## src/rtl/seg_scan_pkg.sv

```systemverilog
// Shared constants and helpers for the multiplexed 7-segment scan controller.
// Holds the digit count, field widths, default prescale and the next-enabled search.
package seg_scan_pkg;

  localparam int NUM_DIGITS  = 8;
  localparam int SEL_W       = 3;
  localparam int NIB_W       = 4;
  localparam int DIV_DEFAULT = 100000;

  // Return the first enabled index after cur, searching cur+1 .. cur+NUM_DIGITS
  // modulo NUM_DIGITS. The last candidate is cur itself, so a lone enabled
  // current digit is kept. With no bit set the current index is held.
  function automatic logic [SEL_W-1:0] next_sel(input logic [SEL_W-1:0]      cur,
                                                input logic [NUM_DIGITS-1:0] mask);
    logic [SEL_W-1:0] res;
    logic [SEL_W-1:0] idx;
    logic             found;
    res   = cur;
    found = 1'b0;
    for (int k = 1; k <= NUM_DIGITS; k++) begin
      idx = cur + SEL_W'(k);
      if (!found && mask[idx]) begin
        res   = idx;
        found = 1'b1;
      end
    end
    return res;
  endfunction

endpackage

```

## src/rtl/seg_scan_ctrl_tick_gen.sv

```systemverilog
// Slot prescaler: counts 0..DIV-1 and flags the last cycle of every slot.
// tick is a decode of the registered count, so it is glitch-free and lasts one cycle.
// Free-running; nothing but reset disturbs the count.
module tick_gen
  import seg_scan_pkg::*;
#(
  parameter int DIV = DIV_DEFAULT
) (
  input  logic clk,
  input  logic rst_n,
  output logic tick
);

  localparam int             CW   = $clog2(DIV);
  localparam logic [CW-1:0]  LAST = CW'(DIV - 1);

  logic [CW-1:0] cnt;

  // Slot counter, wraps to zero after the last cycle of the slot.
  always_ff @(posedge clk or negedge rst_n) begin
    if (!rst_n) begin
      cnt <= '0;
    end else if (cnt == LAST) begin
      cnt <= '0;
    end else begin
      cnt <= cnt + 1'b1;
    end
  end

  assign tick = (cnt == LAST);

endmodule

```

## src/rtl/seg_scan_ctrl.sv

```systemverilog
// Scan controller: 8-digit nibble register file, time-multiplexed onto one decoder.
// sel advances on the edge where tick is high; digit_out/blank follow registered sel.
// No handshake: writes are accepted every cycle, mask changes act on the next advance.
module seg_scan_ctrl
  import seg_scan_pkg::*;
#(
  parameter int DIV = DIV_DEFAULT
) (
  input  logic                  clk,
  input  logic                  rst_n,
  input  logic                  wr_en,
  input  logic [SEL_W-1:0]      wr_addr,
  input  logic [NIB_W-1:0]      wr_data,
  input  logic [NUM_DIGITS-1:0] en_mask,
  output logic [NIB_W-1:0]      digit_out,
  output logic [SEL_W-1:0]      sel,
  output logic                  blank,
  output logic                  tick
);

  logic [NIB_W-1:0] regs [NUM_DIGITS];

  tick_gen #(.DIV(DIV)) u_tick_gen (
    .clk   (clk),
    .rst_n (rst_n),
    .tick  (tick)
  );

  // Digit register file; a write lands on the same edge as any sel advance.
  always_ff @(posedge clk or negedge rst_n) begin
    if (!rst_n) begin
      for (int i = 0; i < NUM_DIGITS; i++) begin
        regs[i] <= '0;
      end
    end else if (wr_en) begin
      regs[wr_addr] <= wr_data;
    end
  end

  // Advance to the next enabled digit at each slot boundary.
  always_ff @(posedge clk or negedge rst_n) begin
    if (!rst_n) begin
      sel <= '0;
    end else if (tick) begin
      sel <= next_sel(sel, en_mask);
    end
  end

  // Read port and blanking are straight decodes of registered sel; the decoder
  // wires hang directly off sel and digit_out.
  assign digit_out = regs[sel];
  assign blank     = ~en_mask[sel];

endmodule

```

## config.mk

```make
export PLATFORM = sky130hd
export DESIGN_NAME = seg_scan_ctrl
export DESIGN_NICKNAME = d
export VERILOG_FILES = /design/src/rtl/seg_scan_pkg.sv /design/src/rtl/seg_scan_ctrl_tick_gen.sv /design/src/rtl/seg_scan_ctrl.sv
export SDC_FILE = /design/constraint.sdc
export NUM_CORES = 1
export LEC_CHECK = 0
export CORE_AREA = 10 10 89 91
export CTS_CLUSTER_DIAMETER = 120
export DETAILED_ROUTE_END_ITERATION = 8
export DIE_AREA = 0 0 99 101
export GPL_TIMING_DRIVEN = 0
export PLACE_DENSITY = 0.75
export SYNTH_ARGS = -nofsm -noshare
export SYNTH_HDL_FRONTEND = slang
export SYNTH_HIERARCHICAL = 1
export SYNTH_SLANG_ARGS = --single-unit
```

## constraint.sdc

```tcl
create_clock -name clk -period 4 [get_ports clk]
set_input_delay 1.2 -clock clk [delete_from_list [all_inputs] [get_ports clk]]
set_output_delay 1.2 -clock clk [all_outputs]
set_load 0.02 [all_outputs]
```

==> metrics.yaml <==
run_status: "completed"
routed_wl_mm: 7.47
crit_buf_inv: 2
drt_first_pass_iters: 5
ys_seq_elements: 52
vias: 2601
dp_hpwl_mm: 5.50
powerDensity_nw_per_um2: 331
synth_nets: 320
grt_overflow: 0
synth-edff-count: 0
numCtsBuffers: 5
finalCritPeriodShare: 0.973
slew_headroom: 0.476
setup_viol: 0
track_usage: 0.151
leakage_nw: 1.60
grt_pass1_wl_mm: 12.7
critPathTopFamily: "buffers and inverters"
clk_latency_ps: 300
r2r_start: "sel[1]"
synth_area_sq_um: 3310
crit_fanout: 7
arrival_ps: 2690
crit_chain: "clkdlybuf4s50_1 > mux4_2 > mux2i_1 > clkdlybuf4s15_2"
wire_per_inst_um: 18.1
h-tree-depth: 2
drv_slew: 0
synth_top_flop_cell: "dfrtp_1"
antenna_cells: 0
final_nets: 356
dpl_cell_area_sq_um: 3680
avgSynthCellArea_sq_um: 11.1
hold_path_depth: 1
ant_nets: 0
hold_buffers: 0
cp_slowest_stage_delay_ps: 540
io_buffers: 26
grt_pass1_vias: 2561
cts-root-buf: "clkbuf_8"
drtIter0Drc: 140
seqPwrFrac: 0.496
pin_count: 27
fp.dieH_um: 101
switching_share: 0.230
core_area_sq_um: 6200
hp-start: "u_tick_gen/cnt[0]"
critPathSlowestCell: "clkdlybuf4s50_1"
regToRegSetupSlack_ps: 360
finalInstanceArea_sq_um: 3840
cts_tree: "built"
grt_antenna_before_repair: 0
area_growth_pct: 15.9
fillers: 527
hold_end: "u_tick_gen/cnt[0]"
via_per_inst: 6.31
synthCells: 299
reg2reg_to: "sel[1]"
clockBufferDepth: 2
fmax_ghz: 0.257
worst-setup-path-type: "input pin to output port"
hold_viol: 0
cp-end-kind: "output port"
cap_violations: 0
drive_gt1_frac: 0.227
period_minus_slack_ps: 3890
vdd_ir_drop_max_v: 0.000251
synth_cell_types: 54
mostFrequentLayoutCells: "dfrtp_1, mux2_2, nand2_1, clkdlybuf4s50_1, mux2i_1"
clk_pin_slew_worst_paths_ps: 80
drc_errors: 0
rsz0062_at_grt: "false"
power_mw: 1.27
finalClockSkew_ps: 10.4
yosysSeqAreaShare: 0.393
grt_max_degree: 43
synth_warnings: 6
gp_congestion: 0.926
p_sw_mw: 0.293
cts.sinks: 52
layout_commonest_cell: "dfrtp_1"
hp-class: "flip-flop to flip-flop"
p_clk_frac: 0.322
start_util: 0.534
worst_slew_pin_slew_ps: 784
combPwrFrac: 0.182
async_reset_ff_frac: 1.00
p_int_mw: 0.978
reg2reg_depth: 12
worstPathRequired_ps: 2800
crit_path_start_kind: "input pin"
die_x_um: 99
num_rows: 29
die_area_sq_um: 10000
## worst max-delay path by stage
stage | start | end | slack (ps) | depth (start not counted)
2_1_floorplan | en_mask[3] | blank | 700 | 2
3_3_place_gp | en_mask[0] | blank | -280 | 4
3_5_place_dp | en_mask[0] | blank | -300 | 4
4_1_cts | en_mask[0] | blank | 40 | 4
5_1_grt | sel[0] | digit_out[2] | 6 | 7
6_report | en_mask[0] | blank | 110 | 4
## power by group through the flow
stage | Clock, mW | Combinational [mW] | Sequential [mW]
after global routing | 0.436 | 0.253 | 0.640
after floorplan | 0 | 0.153 | 0.628
after global placement | 0 | 0.224 | 0.635
after CTS | 0.420 | 0.234 | 0.630
after detailed placement | 0 | 0.233 | 0.640
final | 0.409 | 0.232 | 0.630
## Yosys cell counts (10+ instances only)
master | count | area [sq um]
dfrtp_1 | 52 | 1300
xnor2_1 | 10 | 87.6
nand3_1 | 11 | 55.1
mux2i_1 | 18 | 180
nor3_1 | 11 | 55.1
mux4_2 | 14 | 315
mux2_2 | 33 | 372
nor2_1 | 15 | 56.3
nand2_1 | 31 | 116
## final cells by class
| class | count | area [sq um] | share of cell area |
|---|---|---|---|
| Sequential cell | 52 | 1300 | 0.339 |
| Multi-Input combinational cell | 227 | 1930 | 0.502 |
| Buffer | 12 | 62.6 | 0.0163 |
| Inverter | 8 | 30.0 | 0.00782 |
| Clock inverter | 2 | 60.1 | 0.0156 |
| Clock buffer | 5 | 68.8 | 0.0179 |
| Tap cell | 77 | 96.3 | 0.0251 |
| Timing Repair Buffer | 29 | 292 | 0.0759 |
## per-layer routing
| layer | share of wire | GRT usage | vias up |
|---|---|---|---|
| met3 | 0.057 | 0.0261 | 19 |
| met2 | 0.49 | 0.256 | 100 |
| met5 | 0 | 0 | - |
| met4 | 0.022 | 0.0485 | 0 |
| met1 | 0.43 | 0.192 | 1283 |
| li1 | - | - | 1199 |
## metrics by stage
stage           util  instances  hold slack (ps)  TNS (ps)  setup slack (ps)
5_1_grt        0.619        412              529         0              5.71
2_1_floorplan      -        299              455         0               703
3_5_place_dp   0.594        403              483      -296              -296
6_report       0.619        412              496         0               108
3_3_place_gp   0.591        402              476      -283              -283
4_1_cts        0.617        411              500         0              39.2
## registers in the layout, summed over array words and instances (netlist names)
name and count:
regs 32, sel 3, u_tick_gen/cnt 17
## worst reg2reg max path, cell delays in order, from the launching register on
cell	delay (ps)
dfrtp_1	470
buf_2	330
inv_1	160
ha_1	290
clkbuf_1	260
buf_2	340
mux2i_1	400
nand2_1	100
o221ai_1	370
a31oi_1	160
o31ai_1	380
a31oi_1	70
a22o_1	210
## cell families (layout without fill, tap and decap cells)
kind of cell	after synthesis	in the layout	synth area share
AOI/OAI and AO/OA	38	38	0.0892
muxes	68	68	0.272
xor gates and xnor gates	18	18	0.0499
buffers and inverters	20	56	0.0249
DFF	52	52	0.393
and+or+nand+nor	100	100	0.160
adders and majority gates	3	3	0.0113
## timing repair
| action | 4_1_cts | 5_1_grt |
|---|---|---|
| setup buffers | 1 | 1 |
| resized for setup | 6 | 4 |
| endpoints found under the setup margin | 6 | 5 |
| endpoints found under the hold margin | 0 | 0 |
| pin swaps | 1 | 0 |
Power figures use the tool's default switching activity.
